<file path="config.mk">
export PLATFORM = sky130hd
export DESIGN_NAME = bcd_stopwatch
export DESIGN_NICKNAME = d
export VERILOG_FILES = /design/src/rtl/bcd_stopwatch.sv
export SDC_FILE = /design/constraint.sdc
export NUM_CORES = 1
export LEC_CHECK = 0
export ABC_AREA = 1
export ABC_CLOCK_PERIOD_IN_PS = 1600
export BUFFER_PORTS_ARGS = -buffer_cell sky130_fd_sc_hd__buf_2
export CORE_MARGIN = 2
export CORE_UTILIZATION = 40
export DETAILED_ROUTE_END_ITERATION = 10
export SLEW_MARGIN = 20
export SYNTH_ARGS = -nofsm -noshare
export SYNTH_HDL_FRONTEND = slang
export SYNTH_SLANG_ARGS = --single-unit
</file>
<file path="constraint.sdc">
create_clock -name clk -period 1.6 [get_ports clk]
set_input_delay 0.08 -clock clk [delete_from_list [all_inputs] [get_ports clk]]
set_output_delay 0.08 -clock clk [all_outputs]
set_load 0.03 [all_outputs]
</file>
<file path="src/rtl/bcd_stopwatch.sv">
// bcd_stopwatch: counts rising edges of tick_in as a packed NDIGITS-digit BCD
// value, with run/pause toggling (start_stop) and a clear-to-idle control.
//
// Control protocol: there is no valid/ready handshake on this block. Every
// input is sampled at each rising clk edge. start_stop and clear are plain
// level requests: each cycle they are high counts as one request. tick_in is
// edge-detected internally, so its pulse width does not matter. Outputs are
// valid every cycle after reset.
module bcd_stopwatch #(
  parameter int NDIGITS = 4
) (
  input  logic                   clk,
  input  logic                   rst,
  input  logic                   tick_in,
  input  logic                   start_stop,
  input  logic                   clear,
  output logic [4*NDIGITS-1:0]   digits,
  output logic                   running,
  output logic                   wrap,
  output logic [1:0]             dbg_state
);

  typedef enum logic [1:0] {
    S_IDLE  = 2'd0,
    S_RUN   = 2'd1,
    S_PAUSE = 2'd2
  } state_t;

  state_t                r_state;
  state_t                w_next_state;
  logic                  r_tick_d;
  logic [4*NDIGITS-1:0]  r_digits;
  logic                  r_running;
  logic                  r_wrap;

  logic                  w_edge;
  logic                  w_count;
  logic [4*NDIGITS-1:0]  w_inc_digits;
  logic                  w_all_nines;

  // Rising edge of tick_in relative to the previous cycle's sample.
  assign w_edge  = tick_in & ~r_tick_d;
  // A count event only takes effect while running.
  assign w_count = w_edge & (r_state == S_RUN);

  // Register the previous tick_in level; updates in every state.
  always_ff @(posedge clk) begin
    if (rst) r_tick_d <= 1'b0;
    else     r_tick_d <= tick_in;
  end

  // FSM state register.
  always_ff @(posedge clk) begin
    if (rst) r_state <= S_IDLE;
    else     r_state <= w_next_state;
  end

  // Next-state logic: clear beats start_stop; start_stop toggles run/pause.
  always_comb begin
    w_next_state = r_state;
    if (clear) begin
      w_next_state = S_IDLE;
    end else if (start_stop) begin
      case (r_state)
        S_IDLE:  w_next_state = S_RUN;
        S_RUN:   w_next_state = S_PAUSE;
        S_PAUSE: w_next_state = S_RUN;
        default: w_next_state = S_IDLE;
      endcase
    end
  end

  // BCD increment: a digit steps when every lower digit is 9; a 9 steps to 0.
  always_comb begin
    logic v_carry;
    w_inc_digits = r_digits;
    v_carry      = 1'b1;
    for (int i = 0; i < NDIGITS; i++) begin
      if (v_carry) begin
        w_inc_digits[4*i +: 4] = (r_digits[4*i +: 4] == 4'd9) ? 4'd0
                                                               : r_digits[4*i +: 4] + 4'd1;
      end
      v_carry = v_carry & (r_digits[4*i +: 4] == 4'd9);
    end
    w_all_nines = v_carry;
  end

  // Digit registers: clear zeroes, otherwise step on a counted edge.
  always_ff @(posedge clk) begin
    if (rst || clear)  r_digits <= '0;
    else if (w_count)  r_digits <= w_inc_digits;
  end

  // Rollover pulse, aligned with the cycle digits first reads all zeros.
  always_ff @(posedge clk) begin
    if (rst) r_wrap <= 1'b0;
    else     r_wrap <= w_count & w_all_nines & ~clear;
  end

  // Running flag tracks the state register exactly (decoded from next state).
  always_ff @(posedge clk) begin
    if (rst) r_running <= 1'b0;
    else     r_running <= (w_next_state == S_RUN);
  end

  assign digits    = r_digits;
  assign running   = r_running;
  assign wrap      = r_wrap;
  assign dbg_state = r_state;

endmodule

</file>
==> Word level (Yosys, flattened, before mapping) <==
Cells that the tools add are included.
{ "word_totals": {"in_bits": 5, "reg_bits": 21} }
{ "op_classes": {"eq_ne": 7, "n_mux": 7, "n_reduce_logical": 6, "addsub": 4, "n_bitwise": 9} }
{ "ops": {"columns": ["cell", "n"], "rows": [
  ["$add A4 B1 Y4 const B", 4],
  ["$eq A4 B4 Y1 const B", 4],
  ["$mux W4", 4],
  ["$and A1 B1 Y1", 7],
  ["$reduce_and A2 Y1", 3],
  ["$eq A2 B1 Y1 const B", 2],
  ["$mux W2", 2],
  ["$pmux W2 S2", 1],
  ["$eq A2 B2 Y1 const B", 1],
  ["$logic_not A2 Y1", 1],
  ["$not A1 Y1", 2],
  ["$reduce_or A2 Y1", 1],
  ["$logic_or A1 B1 Y1", 1]
]} }

==> Logic depth before layout (Yosys ltp) <==
Gate-level depths: netlist of run 1.
{ "depth": {"depth_word": 6, "mapped_depth": 9, "mapped_depth_nobuf": 9} }

==> Worst setup path after synthesis of run 1 <==
Ideal clock, no wire load.
{ "synth_timing": {"path_kind": "reg2reg", "from": "register r_state[0] (netlist: dbg_state[0])", "to": "register r_digits[8] (netlist: digits[8])", "t_arrival_ns": 1.282, "setup_ns": 0.109, "path_stages_with_launch": 10, "n_path_buf": 0, "slack_ns": 0.209, "period_less_slack_ns": 1.391, "path_cell_list": "dfxtp_1 inv_2 nor2_4 nand2_4 nor2_8 nand2_2 nand2_2 o21ai_2 nand2_1 inv_1"} }
{ "synth_between": {"elab_chain_len": 3} }
{ "synth_lines": {"columns": ["element", "line", "text"], "rows": [
  ["from (decl)", "29", "state_t r_state;"],
  ["from (signal assigned)", "55", "else r_state <= w_next_state;"],
  ["$eq A2 B1 Y1", "44", "assign w_count = w_edge & (r_state == S_RUN);"],
  ["$and A1 B1 Y1", "44", null],
  ["$reduce_and A2 Y1 (no line)", null, null],
  ["to (signal assigned)", "91", "else if (w_count) r_digits <= w_inc_digits;"],
  ["to (decl)", "32", "logic [4*NDIGITS-1:0] r_digits;"]
]} }
Every way passes these cells.
A chain may end at the register's enable or synchronous reset.

==> Worst setup path in the final report of run 1 <==
Ends and elaborated chain as after synthesis.

==> results of run 1 <==
==> cells by family (layout without fill, tap and decap cells) <==
kind of cell,Yosys count,count (layout)
and+or+nand+nor,77,77
buffers and inverters,26,57
DFF,21,21
AOI/OAI and AO/OA,20,20
xor gates and xnor gates,3,3
==> final cells by class <==
class / count / area share (%)
Tap cell: 30 / 2.94
Sequential cell: 21 / 32.9
Multi-Input combinational cell: 100 / 42.4
Clock buffer: 4 / 2.06
Inverter: 25 / 7.35
Timing Repair Buffer: 28 / 12.4
==> worst max-delay path, cell delays in order (launching register included) <==
cell,delay (ns)
sky130_fd_sc_hd__dfxtp_1,0.40
sky130_fd_sc_hd__inv_2,0.06
sky130_fd_sc_hd__nor2_4,0.11
sky130_fd_sc_hd__nand2_4,0.11
sky130_fd_sc_hd__nor2_8,0.21
sky130_fd_sc_hd__nand2_2,0.08
sky130_fd_sc_hd__nand2_2,0.09
sky130_fd_sc_hd__o21ai_2,0.06
sky130_fd_sc_hd__nand2_1,0.06
sky130_fd_sc_hd__inv_1,0.03
==> report_power, final <==
group	internal (W)	leakage [nW]	total (W)	switching [W]
Sequential	0.000528	0.170	0.000532	0.00000376
Clock	0.0000973	0.0150	0.000259	0.000161
Combinational	0.0000233	0.368	0.0000615	0.0000382
Total	0.000648	0.553	0.000852	0.000203
==> cell usage in the layout, fill, tap and decap left out <==
| cell | synthesis | final |
|---|---|---|
| sky130_fd_sc_hd__a21oi_1 | 8 | 8 |
| sky130_fd_sc_hd__buf_2 | 0 | 24 |
| sky130_fd_sc_hd__buf_4 | 0 | 1 |
| sky130_fd_sc_hd__clkbuf_1 | 0 | 1 |
| sky130_fd_sc_hd__clkbuf_4 | 0 | 3 |
| sky130_fd_sc_hd__clkinv_1 | 1 | 1 |
| sky130_fd_sc_hd__dfxtp_1 | 21 | 21 |
| sky130_fd_sc_hd__dlygate4sd3_1 | 0 | 3 |
| sky130_fd_sc_hd__inv_1 | 20 | 20 |
| sky130_fd_sc_hd__inv_2 | 4 | 4 |
| sky130_fd_sc_hd__nand2_1 | 24 | 24 |
| sky130_fd_sc_hd__nand2_2 | 7 | 7 |
| sky130_fd_sc_hd__nand2_4 | 1 | 1 |
| sky130_fd_sc_hd__nand3_1 | 6 | 6 |
| sky130_fd_sc_hd__nand3_4 | 1 | 1 |
| sky130_fd_sc_hd__nand3b_1 | 1 | 1 |
| sky130_fd_sc_hd__nand4_1 | 7 | 7 |
| sky130_fd_sc_hd__nor2_1 | 15 | 15 |
| sky130_fd_sc_hd__nor2_2 | 5 | 5 |
| sky130_fd_sc_hd__nor2_4 | 2 | 2 |
| sky130_fd_sc_hd__nor2_8 | 1 | 1 |
| sky130_fd_sc_hd__nor3_1 | 6 | 6 |
| sky130_fd_sc_hd__nor4_1 | 1 | 1 |
| sky130_fd_sc_hd__o21ai_0 | 10 | 10 |
| sky130_fd_sc_hd__o21ai_1 | 1 | 1 |
| sky130_fd_sc_hd__o21ai_2 | 1 | 1 |
| sky130_fd_sc_hd__xnor2_1 | 1 | 1 |
| sky130_fd_sc_hd__xor2_1 | 2 | 2 |
==> per-stage QoR <==
stage	hold slack (ns)	util (%)	instance area, µm²	instances
floorplan	0.152	-	1070	147
global placement	0.276	48.8	1220	201
detailed placement	0.281	48.8	1220	201
CTS	0.0555	51.1	1280	208
global route	0.0748	51.1	1280	208
finish	0.0611	51.1	1280	208
==> worst max-delay path by stage <==
stage	end	from	slack (ns)	cells past startpoint
detailed placement	digits[8]	dbg_state[0]	0.32	9
global placement	digits[8]	dbg_state[0]	0.33	9
global route	digits[8]	dbg_state[0]	0.17	9
CTS	digits[8]	dbg_state[0]	0.30	9
finish	digits[8]	dbg_state[0]	0.30	9
floorplan	digits[8]	dbg_state[0]	0.21	9
==> state kept, by name, summed over array words and instances, names as in the netlist <==
name / flops
wrap: 1
digits: 16
running: 1
dbg_state: 2
r_tick_d: 1
==> per-layer routing <==
metal  vias up  GRT usage, %  wire length (µm)
met4         0          7.32                44
met2        22          22.4               874
li1        534             -                 -
met3         5          2.33                90
met1       409          20.5              1110
met5         -             0                 0
==> what timing repair did <==
item	in CTS	in global routing
hold buffers	3	0
endpoints found under the setup margin	0	0
endpoints found under the hold margin	2	0
==> results.md, run 1 <==
* Count of unresolved DRC violations after routing at 0
* Final net count at 184
* Hold violation count in the final report at 0
* Hold wc startpoint: start_stop
* Number of synthesized register bits at 21
* Number of violations of the max-capacitance limit at 0
* Register cell area after layout at 420 µm²
* Number of buffers inserted during clock tree synthesis at 3
* Starting density of the core at 42.6%
* Synthesized Nets at 152
* Die height at 55.6 µm
* Crit Path Class: flip-flop to flip-flop
* First-pass detailed-route iteration total at 4
* Final worst slack at ~0.30 ns
* Ports placed on the boundary at 25
* Status: complete, no violations
* Wire per inst at 10.2 µm
* Ratio of cells with drive above 1 in the final layout at between 20 and 30%
* Endpoint arrival time on the critical path at ~1.5 ns
* Clock tree root buffer cell: sky130_fd_sc_hd__clkbuf_4
* Final period demand of the worst path at between 1 and 1.5 ns
* Worst reg-to-reg setup slack at 0.30 ns
* Flip-flop cell with the highest count after synthesis: sky130_fd_sc_hd__dfxtp_1
* Number of antenna violations at the first check in global routing at 0
* Horiz. Die Dim at ~56 µm
* Average via count per standard cell at around 4.7
* Ratio of total power to cell area at 667 mW/mm²
* Total clock sinks at 21
* Hold path depth at 3
* Simple-gate portion of the synthesized area at roughly two fifths
* Latest clock arrival within the worst-skew pair at 0.30 ns
* Die Outline Area at a little over 0.003 mm²
* Compound-Gate Fraction of Synth Area at about a tenth
* Setup slack at placement at 0.322 ns
* First-iteration detailed-routing DRC count at 18
* Fraction of the mapped netlist area in adder cells at 0%
* Data required time at the worst endpoint at about 1.8 ns
* Number of distinct standard cells referenced by the synthesized netlist at 24
* Largest family of logic cells by synthesized area: simple AND/OR/NAND/NOR gates
* Diode count at 0
* Multiplexer share of the synthesized area at 0%
* Area Growth Syn to Fin at 19.7%
* Biggest area contributors in the synthesized netlist: sky130_fd_sc_hd__dfxtp_1, sky130_fd_sc_hd__nand2_1, sky130_fd_sc_hd__inv_1, sky130_fd_sc_hd__nor2_1, sky130_fd_sc_hd__o21ai_0
* Worst vdd ir at 431 µV
* Clock H-tree levels at 1
* Setup TNS at 0 ns
* Remaining max-slew budget at the tightest pin at between 80% and 90%
* Number of setup violations in the final report at 0
* Synthesized cell area at roughly 0.0011 mm²
* Detailed-route via count at slightly below 1,000
* Sequential fraction of the synthesis area at 39.4%
* Maximum number of buffers from clock root to sink at 2
* Leading area contributor after synthesis: sky130_fd_sc_hd__dfxtp_1
* IO Port Bufs at 24
* Top cells by count, synth: sky130_fd_sc_hd__nand2_1, sky130_fd_sc_hd__dfxtp_1, sky130_fd_sc_hd__inv_1
* Post-CTS setup-driven buffer insertion count at 0
* Vias in the first global route at 881
* Highest net fanout along the worst path at 9
* Core ar. at roughly 0.0025 mm²
* Sum of net half-perimeters after detailed placement at 1.58 mm
* Max Clock Freq at 0.772 GHz
* Pin slew with the least headroom to its limit at 0.291 ns
* Total routing resource utilization after global routing at roughly 15%
* Share of the synthesized area in the top cell type at 39.4%
* Reg2Reg Launch Point: dbg_state[0]
* CTS tree: done
* Count leader, synth: sky130_fd_sc_hd__nand2_1
* Routed wire length at 2.12 mm
* Leakage at 0.553 nW
* Worst Hold End: dbg_state[0]
* Clock transition at path regs at 0.12 ns
* Post-DRT Antenna Nets at 0
* Cell count of the worst reg-to-reg path at 9
* Final number of max-transition violations at 0
* Critical Path Source Type: flip-flop
* XOR/XNOR share of the synthesized area at 2.46%
* Number of cells produced by synthesis at 147
* Gr ovfl total at 0
* Total power at 0.000852 W
* Worst clock skew at 0.00431 ns
* Final GP Congestion at 0.752
* Share of synthesized flip-flops with an asynchronous set or reset at 0%
* Global-route wire length before repair at ~3.7 mm
* Number of standard-cell rows in the floorplan at 18
* Filler instances at 250
* EDFF count, synth at 0
* Count of yosys warnings during synthesis at 0
* Worst min-delay path category: input pin to flip-flop
* Avg Cell Area, Syn at 7.25 µm²
* Largest net degree at the start of global routing at 12
* Area of the multi-input gates at roughly 540 µm²
* Unrepaired setup endpoints after global routing: false
* Type of element capturing the critical path: flip-flop
* Resize count post-CTS at 0
* Tcrit/Tclk final at 81.0%
* Endpoint of the most critical register-to-register path: digits[8]
Note: power is estimated with default switching activity, not from simulation.
==> inputs of run 2 (changes only) <==
- ABC_CLOCK_PERIOD_IN_PS: 1600 -> 1250
- clock period: 1.6 -> 1.25 ns (I/O delays scaled with it)
==> results.md, run 2 (synthesis results as in run 1) <==
* Largest net degree at the start of global routing at 13 (was 12)
* Most common library cell in the layout ignoring fill and taps: sky130_fd_sc_hd__buf_2
* Critical Path Source Type: flip-flop (unchanged)
* Most frequent cells in the layout: sky130_fd_sc_hd__buf_2, sky130_fd_sc_hd__nand2_1, sky130_fd_sc_hd__inv_1 (was sky130_fd_sc_hd__nand2_1, sky130_fd_sc_hd__buf_2, sky130_fd_sc_hd__dfxtp_1)
* Highest net fanout along the worst path at 5 (was 9)
* Maximum number of buffers from clock root to sink at 2 (unchanged)
* Average via count per standard cell at 4.72 (was 4.66)
* Number of flip-flops under the largest register name at 16 (unchanged)
* Setup slack at placement at 0.0261 ns (was 0.322 ns)
* Detailed-route via count at 1,030 (was 970)
* Starting density of the core at 42.6% (unchanged)
* Placed Area at 0.00124 mm² (was 0.00122 mm²)
* Violated checks: negative setup slack
* Most frequent cell on the critical path: sky130_fd_sc_hd__nor2_2 (was sky130_fd_sc_hd__nand2_2)
* CTS tree: done (unchanged)
* Data required time at the worst endpoint at 1.46 ns (was 1.82 ns)
* Remaining max-slew budget at the tightest pin at 80.8% (was 80.5%)
* Gr ovfl total at 0 (unchanged)
* Clock transition at path regs at 0.12 ns (about the same)
* Post-DRT Antenna Nets at 0 (unchanged)
* Ratio of total power to cell area at 767 mW/mm² (was 667 mW/mm²)
* Final net count at 194 (was 184)
* Ratio of cells with drive above 1 in the final layout at 39.4% (was 28.1%)
* Number of setup violations in the final report at 1 (was 0)
* Type of element capturing the critical path: flip-flop (unchanged)
* Hold violation count in the final report at 0 (unchanged)
* Ports placed on the boundary at 25 (unchanged)
* Leakage at 0.647 nW (was 0.553 nW)
* Unrepaired setup endpoints after global routing: true (was false)
* Slowest cell on the critical path: sky130_fd_sc_hd__dfxtp_2 (was sky130_fd_sc_hd__dfxtp_1)
* Global-route wire length before repair at 3.54 mm (was 3.72 mm)
* Number of buffers inserted during clock tree synthesis at 3 (unchanged)
* Area Growth Syn to Fin at 33.8% (was 19.7%)
* Setup TNS at -0.000275 ns (was 0 ns)
* Horiz. Die Dim at 55.6 µm (unchanged)
* Number of violations of the max-capacitance limit at 0 (unchanged)
* First-pass detailed-route iteration total at 4 (unchanged)
* Number of standard-cell rows in the floorplan at 18 (unchanged)
* Worst min-delay path category: input pin to flip-flop (unchanged)
* Worst clock skew at 0.00590 ns (was 0.00431 ns)
* Total power at 0.00109 W (was 0.000852 W)
* Sum of net half-perimeters after detailed placement at 1.52 mm (was 1.58 mm)
* Clock tree root buffer cell: sky130_fd_sc_hd__clkbuf_4 (unchanged)
* Endpoint arrival time on the critical path at 1.46 ns (was 1.52 ns)
* Cell-by-cell listing of the critical path: inv_1 -> nor2_2 -> nand2_4 -> nor2_8 -> buf_12 -> nand2_2 -> xor2_2 -> nor2_2 (was inv_2 -> nor2_4 -> nand2_4 -> nor2_8 -> nand2_2 -> nand2_2 -> o21ai_2 -> nand2_1 -> inv_1)
* Final GP Congestion at 0.802 (was 0.752)
* Core ar. at 0.00250 mm² (unchanged)
* Final number of max-transition violations at 0 (unchanged)
* Summed area of non-filler cells in the final layout at 0.00143 mm² (was 0.00128 mm²)
* Diode count at 0 (unchanged)
* Latest clock arrival within the worst-skew pair at 0.31 ns (was 0.30 ns)
* Worst hold slack at 0.0423 ns (was 0.0611 ns)
* Worst vdd ir at 904 µV (was 431 µV)
* Clock H-tree levels at 1 (unchanged)
* Vias in the first global route at 861 (was 881)
* Count of unresolved DRC violations after routing at 0 (unchanged)
* Total clock sinks at 21 (unchanged)
* Crit Path Class: flip-flop to flip-flop (unchanged)
* Pin slew with the least headroom to its limit at 0.286 ns (was 0.291 ns)
* Total routing resource utilization after global routing at 14.2% (was 14.8%)
* Wire per inst at 10.4 µm (was 10.2 µm)
* Final worst slack at -0.000275 ns (was 0.305 ns)
* Final period demand of the worst path at 1.25 ns (was 1.30 ns)
* Tcrit/Tclk final at 100% (was 81.0%)
* Die height at 55.6 µm (unchanged)
* Die Outline Area at 0.00309 mm² (unchanged)
* Status: complete, but fails checks (was complete, no violations)
* Max Clock Freq at 0.800 GHz (was 0.772 GHz)
* Routed wire length at 2.28 mm (was 2.12 mm)
* First-iteration detailed-routing DRC count at 13 (was 18)
* Number of antenna violations at the first check in global routing at 0 (unchanged)
* IO Port Bufs at 24 (unchanged)
* Maximum cell stage delay along the critical path at 0.36 ns (was 0.40 ns)
==> run 2: cell count changes in the layout (fill, tap and decap cells not counted), moves of 2 or more <==
cell | previous run | this run
sky130_fd_sc_hd__nand2_2 | 7 | 5
sky130_fd_sc_hd__nor2_4 | 2 | 5
sky130_fd_sc_hd__dfxtp_1 | 21 | 12
sky130_fd_sc_hd__nor2_1 | 15 | 13
sky130_fd_sc_hd__buf_4 | 1 | 10
sky130_fd_sc_hd__nand2_4 | 1 | 4
sky130_fd_sc_hd__dfxtp_2 | 0 | 8
==> run 2: worst paths after layout <==
kind / from / end / slack, ns / cells past startpoint
worst max-delay path: digits[3] / digits[7] / -0.0003 / 8
worst max register to register: digits[3] / digits[7] / -0.0003 / 8
worst min-delay path: start_stop / dbg_state[0] / 0.04 / 3
worst min register to register: digits[6] / digits[6] / 0.48 / 2
==> run 2: power by group <==
group / switching [W] / internal, W / total [W]
Sequential: 0.00000459 / 0.000674 / 0.000678
Combinational: 0.0000514 / 0.0000361 / 0.0000876
Clock: 0.000209 / 0.000119 / 0.000328
==> run 2: critical path: cells and delay by family, from the launching register on <==
| kind | cells | cell delay, ns |
|---|---|---|
| flip-flops | 1 | 0.36 |
| AND/OR/NAND/NOR | 5 | 0.44 |
| buffers and inverters | 2 | 0.18 |
| XOR/XNOR | 1 | 0.17 |
==> run 2: final cells by class <==
cell class | count | area, µm²
repair buffers | 38 | 245
inverters | 25 | 96.3
fillers | 238 | 1070
clock buffers | 3 | 22.5
flip-flops and latches | 21 | 434
well taps | 30 | 37.5
clock inverters | 1 | 5.00
multi-input cells | 100 | 586
==> run 2: timing repair <==
| item | CTS | global route |
|---|---|---|
| buffers inserted | 0 | 9 |
| setup endpoints to repair | 0 | 11 |
| hold buffers | 3 | 0 |
| endpoints found under the hold margin | 2 | 0 |
| resized for setup | 0 | 17 |
==> run 2: per-layer routing <==
layer / part of all wire [%] / GRT usage, % / routed length (µm)
met5: 0 / 0 / 0
met4: 0.66 / 3.14 / 15
met3: 5.5 / 5.12 / 125
met2: 46 / 21.3 / 1050
met1: 48 / 19.4 / 1080
==> run 2: per-stage QoR <==
stage / std cells / util (%)
global placement: 202 / 49.4
floorplan: 147 / -
finish: 218 / 57.1
detailed placement: 202 / 49.4
global route: 218 / 57.1
CTS: 209 / 51.8
